`config.mk`:
```
export PLATFORM = sky130hd
export DESIGN_NAME = multicycle_ctrl
export DESIGN_NICKNAME = d
export VERILOG_FILES = /design/src/rtl/multicycle_ctrl.sv
export SDC_FILE = /design/constraint.sdc
export NUM_CORES = 1
export LEC_CHECK = 0
export ABC_AREA = 1
export CORE_MARGIN = 10
export CORE_UTILIZATION = 40
export DETAILED_ROUTE_END_ITERATION = 8
export DONT_BUFFER_PORTS = 1
export GPL_TIMING_DRIVEN = 0
export PLACE_DENSITY = 0.57
export SLEW_MARGIN = 5
export SYNTH_ARGS = -nofsm -noshare
export SYNTH_HDL_FRONTEND = slang
export SYNTH_SLANG_ARGS = --single-unit
```
`constraint.sdc`:
```
create_clock -name CLK -period 3.9 [get_ports CLK]
set_input_delay 0.585 -clock CLK [delete_from_list [all_inputs] [get_ports CLK]]
set_output_delay 0.585 -clock CLK [all_outputs]
set_load 0.005 [all_outputs]
```
`src/rtl/multicycle_ctrl.sv`:
```
// multicycle_ctrl: main control FSM for the multicycle MIPS datapath.
// Sequences fetch, decode, execute, memory and writeback. It drives every
// datapath enable and mux select, waits on a variable-latency memory, counts
// retired instructions and halts if the memory stops answering.
module multicycle_ctrl #(
  parameter int MEM_TIMEOUT = 16,
  parameter int CNT_W       = 32
) (
  input  logic             CLK,
  input  logic             RST,
  input  logic [31:0]      Ins,
  input  logic             MemReady,
  output logic             PCWrite,
  output logic             PCWriteCond,
  output logic [1:0]       PCSource,
  output logic             IRWrite,
  output logic             MemRead,
  output logic             MemWrite,
  output logic             IorD,
  output logic             RegWrite,
  output logic [1:0]       RegDst,
  output logic [1:0]       MemToReg,
  output logic             ALUSrcA,
  output logic [1:0]       ALUSrcB,
  output logic [1:0]       ALUOp,
  output logic [2:0]       State,
  output logic             InsDone,
  output logic [CNT_W-1:0] InsCount,
  output logic             Illegal,
  output logic             Halted
);

  typedef enum logic [2:0] {
    FETCH  = 3'd0,
    DECODE = 3'd1,
    EXEC   = 3'd2,
    MEM    = 3'd3,
    WB     = 3'd4,
    HALT   = 3'd5
  } state_t;

  // The wait counter only needs to reach MEM_TIMEOUT-1: the cycle that would
  // push it to MEM_TIMEOUT is the one that decides to halt.
  localparam int WAIT_W = (MEM_TIMEOUT < 2) ? 1 : $clog2(MEM_TIMEOUT);
  localparam logic [WAIT_W-1:0] WAIT_LAST = WAIT_W'(MEM_TIMEOUT - 1);

  state_t state, nextState;
  logic [WAIT_W-1:0] waitCnt;
  logic timedOut;

  logic [5:0] opcode, funct;
  logic isRForm, isJr, isRType, isJ, isJal, isBranch, isIAlu, isLw, isSw;
  logic isLegal;
  logic unusedInsBits;

  assign opcode   = Ins[31:26];
  assign funct    = Ins[5:0];
  assign isRForm  = (opcode == 6'd0);
  assign isJr     = isRForm && (funct == 6'd8);
  assign isRType  = isRForm && (funct != 6'd8);
  assign isJ      = (opcode == 6'd2);
  assign isJal    = (opcode == 6'd3);
  assign isBranch = (opcode[5:2] == 4'b0001);
  assign isIAlu   = (opcode[5:3] == 3'b001);
  assign isLw     = (opcode == 6'd35);
  assign isSw     = (opcode == 6'd43);
  assign isLegal  = isRForm | isJ | isJal | isBranch | isIAlu | isLw | isSw;
  assign unusedInsBits = ^Ins[25:6];

  assign timedOut = !MemReady && (waitCnt == WAIT_LAST);
  assign State    = state;

  // Next-state and control decode; reset holds every control output low.
  always_comb begin
    PCWrite     = 1'b0;
    PCWriteCond = 1'b0;
    PCSource    = 2'd0;
    IRWrite     = 1'b0;
    MemRead     = 1'b0;
    MemWrite    = 1'b0;
    IorD        = 1'b0;
    RegWrite    = 1'b0;
    RegDst      = 2'd0;
    MemToReg    = 2'd0;
    ALUSrcA     = 1'b0;
    ALUSrcB     = 2'd0;
    ALUOp       = 2'd0;
    InsDone     = 1'b0;
    Illegal     = 1'b0;
    Halted      = 1'b0;
    nextState   = state;
    if (RST) begin
      nextState = FETCH;
    end else begin
      case (state)
        FETCH: begin
          MemRead = 1'b1;
          ALUSrcB = 2'd1;
          if (MemReady) begin
            IRWrite   = 1'b1;
            PCWrite   = 1'b1;
            nextState = DECODE;
          end else if (timedOut) begin
            nextState = HALT;
          end
        end
        DECODE: begin
          ALUSrcB = 2'd3;
          if (isJ) begin
            PCWrite   = 1'b1;
            PCSource  = 2'd2;
            InsDone   = 1'b1;
            nextState = FETCH;
          end else if (isJr) begin
            PCWrite   = 1'b1;
            PCSource  = 2'd3;
            InsDone   = 1'b1;
            nextState = FETCH;
          end else if (!isLegal) begin
            Illegal   = 1'b1;
            nextState = FETCH;
          end else begin
            nextState = EXEC;
          end
        end
        EXEC: begin
          nextState = FETCH;
          if (isRType) begin
            ALUSrcA   = 1'b1;
            ALUOp     = 2'd2;
            nextState = WB;
          end else if (isIAlu) begin
            ALUSrcA   = 1'b1;
            ALUSrcB   = 2'd2;
            ALUOp     = 2'd3;
            nextState = WB;
          end else if (isLw || isSw) begin
            ALUSrcA   = 1'b1;
            ALUSrcB   = 2'd2;
            nextState = MEM;
          end else if (isBranch) begin
            ALUSrcA     = 1'b1;
            ALUOp       = 2'd1;
            PCWriteCond = 1'b1;
            PCSource    = 2'd1;
            InsDone     = 1'b1;
          end else if (isJal) begin
            RegWrite = 1'b1;
            RegDst   = 2'd2;
            MemToReg = 2'd2;
            PCWrite  = 1'b1;
            PCSource = 2'd2;
            InsDone  = 1'b1;
          end
        end
        MEM: begin
          IorD     = 1'b1;
          MemRead  = isLw;
          MemWrite = isSw;
          if (MemReady) begin
            if (isLw) begin
              nextState = WB;
            end else begin
              InsDone   = 1'b1;
              nextState = FETCH;
            end
          end else if (timedOut) begin
            nextState = HALT;
          end
        end
        WB: begin
          RegWrite  = 1'b1;
          RegDst    = isRType ? 2'd1 : 2'd0;
          MemToReg  = isLw ? 2'd1 : 2'd0;
          InsDone   = 1'b1;
          nextState = FETCH;
        end
        HALT: begin
          Halted = 1'b1;
        end
        default: begin
          nextState = FETCH;
        end
      endcase
    end
  end

  // State register plus the memory wait counter, which restarts whenever
  // FETCH or MEM is entered and advances while the memory keeps us waiting.
  always_ff @(posedge CLK) begin
    if (RST) begin
      state   <= FETCH;
      waitCnt <= '0;
    end else begin
      state <= nextState;
      if (((state == FETCH) || (state == MEM)) && (nextState == state)) begin
        waitCnt <= waitCnt + 1'b1;
      end else begin
        waitCnt <= '0;
      end
    end
  end

  // Retired-instruction counter, wrapping naturally at its width.
  always_ff @(posedge CLK) begin
    if (RST) begin
      InsCount <= '0;
    end else if (InsDone) begin
      InsCount <= InsCount + 1'b1;
    end
  end

endmodule
```
==> flow_summary.toml <==
[outcome]
status = "finished clean"

[power_and_ir_drop]
seqPwrFrac_pct = 48.8
intPower_w = 0.000626
clkPwrFrac_pct = 43.8
leakagePower_nw = 1.15
sw_frac_of_total_pct = 24.8
switchingPower_w = 0.000207
p_comb_share_pct = 7.4
ir_worst_vdd_uv = 157
pwr_density_cell_nw_per_um2 = 271

[run]
cap_violations = 0

[synthesis]
ys_warn_count = 0
synth_flop_cell = "dfxtp_1"
async_reset_ff_share_pct = 0
synth_common_cells = "nand2_1, nor2_1, nand3_1"
syn_inst = 467
syn_area_um2 = 2830
yosysSeqAreaShare_pct = 27.5
synth_edf_count = 0
synth_area_leader_cell = "dfxtp_1"
ys_seq_elements = 39
synth_top_area_share_pct = 27.5
synth.top_cells.by_area = "dfxtp_1, nand2_1, nor2_1, nand3_1, a21oi_1"
synth_most_common_cell = "nand2_1"
yosysUniqueCellTypes = 32
syn-mean-instance-area_um2 = 6.07
syn_nets = 504

[final_layout]
fillerInstances = 788
instances_no_fill = 571
nNetsFinal = 511
ff_latch_area_um2 = 781
area_growth_pct = 8.39
diodes = 0
final_layout_size_suffix_gt1_share_pct = 8.00
design_area_um2 = 3070
multiInputGateArea_um2 = 1820

[setup_path]
worstSetupStartpointType = "input pin"
endpoint_kind = "output pin"
crit_type = "in2out"
required_ns = 3.31
crit_fanout = 10
crit_arrival_ns = 1.83
reg2reg_slack_ns = 1.75

[die]
die_w_um = 104
core_region_area_um2 = 6830
io-pin-count = 91
initial_core_util_pct = 41.5
die_y_um = 104
rows = 30
die_area_um2 = 10900

[timing]
worst_slew_pin_slew_ns = 0.550
slew_viol_final = 0
max_slew_margin_pct = 63.3
finalWorstSetupSlack_ns = 1.48
fin_setup_tns_ns = 0
finClkSkew_ns = 0.00636
finalHoldViolations = 0
rsz0062_at_grt = "no"
final-setup-viol-count = 0
finalCriticalPeriod_ns = 2.42
timing.fmax_ghz = 0.414
timing.final.crit_share_pct = 62.0

[grt]
grt_max_degree = 13
antenna_found_initial = 0
grt_pass1_wl_um = 14100
grt_pass1_vias = 2774
grt_usage_pct = 15.4
grt_overflow = 0

[placed_design]
port_buffers = 0
dp_hpwl_um = 6890
place_area_um2 = 2950
gp_routability_congestion = 0.910
dp.cells = 563
place_ws_ns = 1.45

[detailed_routing]
first_pass_iters = 5
drt-wirelength-per-cell_um = 15.1
via_per_inst = 5.08
drc = 0
via_count = 2903
ant_nets = 0
drtIter0Drc = 142
drt-total-wl_um = 8610

[clock_tree]
clk_pin_slew_ns = 0.08
cts_tree = "built"
cts_setup_buffers = 0
h-tree-depth = 2
cts_sinks = 39
cts-hold-fix-buffers = 0
numCtsBuffers = 5
cts_buffer_depth = 2
clock_latency_ns = 0.31
root_buffer = "clkbuf_8"
cts_resized = 0

[hold_path]
hp-class = "reg2reg"
metrics by stage:
step	total power (W)	hold slack (ns)	util, %
after global routing	0.000866	0.481	45.0
final	0.000832	0.448	45.0
after global placement	0.000477	0.435	43.2
after detailed placement	0.000478	0.439	43.2
after CTS	0.000842	0.457	45.0
after floorplan	0.000462	0.418	-
final timing paths:
kind | from | endpoint | depth (start not counted)
setup / recovery | RST | PCSource[0] | 5
hold / removal | waitCnt[0] | waitCnt[0] | 1
setup reg to reg | InsCount[0] | InsCount[28] | 9
hold reg to reg | waitCnt[0] | waitCnt[0] | 1
flip-flops by register name (all words and copies together), names as in the netlist:
name,flops
InsCount,32
State,3
waitCnt,4
placed cells by master, fill, tap and decap left out, drive strengths merged:
cell type and count:
nand2 164, nor2 82, nand3 46, dfxtp 39
a21oi 38, inv 27, nand3b 15, xor2 11
clkbuf 11, buf 11, nor3 6, xnor2 5
o21ai 5, nand4 3, nor4 2, ha 2
clkinv 2, a21boi 1, or2 1, a31o 1
o211ai 1, a41oi 1, bufinv 1
worst max-delay path, stage by stage:
cell and delay, ns:
clkbuf_1 0.30, inv_1 0.20, buf_2 0.25, buf_2 0.22, a31o_2 0.27
cells by family after synthesis:
| family | Yosys count | share of synthesized area (%) |
|---|---|---|
| and+or+nand+nor | 319 | 49.1 |
| adders and majority gates | 2 | 0.883 |
| buffers and inverters | 44 | 8.12 |
| AOI/OAI and AO/OA | 47 | 9.40 |
| xor gates and xnor gates | 16 | 4.94 |
| DFF | 39 | 27.5 |
power groups by stage:
stage,clock [W],sequential [W],combinational [W]
finish,0.000364,0.000407,0.0000616
detailed placement,0,0.000416,0.0000616
CTS,0.000374,0.000407,0.0000619
floorplan,0,0.000415,0.0000475
global placement,0,0.000416,0.0000610
global route,0.000388,0.000407,0.0000703
per-layer routing:
metal | up-vias | track usage, % | wire (um) | part of all wire [%]
li1 | 1512 | - | - | -
met1 | 1298 | 18.9 | 3860 | 45
met2 | 82 | 25.5 | 3990 | 46
met3 | 11 | 4.03 | 619 | 7.2
met4 | 0 | 5.17 | 131 | 1.5
met5 | - | 0 | 0 | 0
final cells by class:
class,count,area share (%)
Inverter,28,3.42
Tap cell,96,3.91
Clock buffer,6,2.69
Buffer,16,4.07
Clock inverter,2,1.14
Sequential cell,39,25.4
Multi-Input combinational cell,384,59.3
Note: power is estimated with default switching activity, not from simulation.
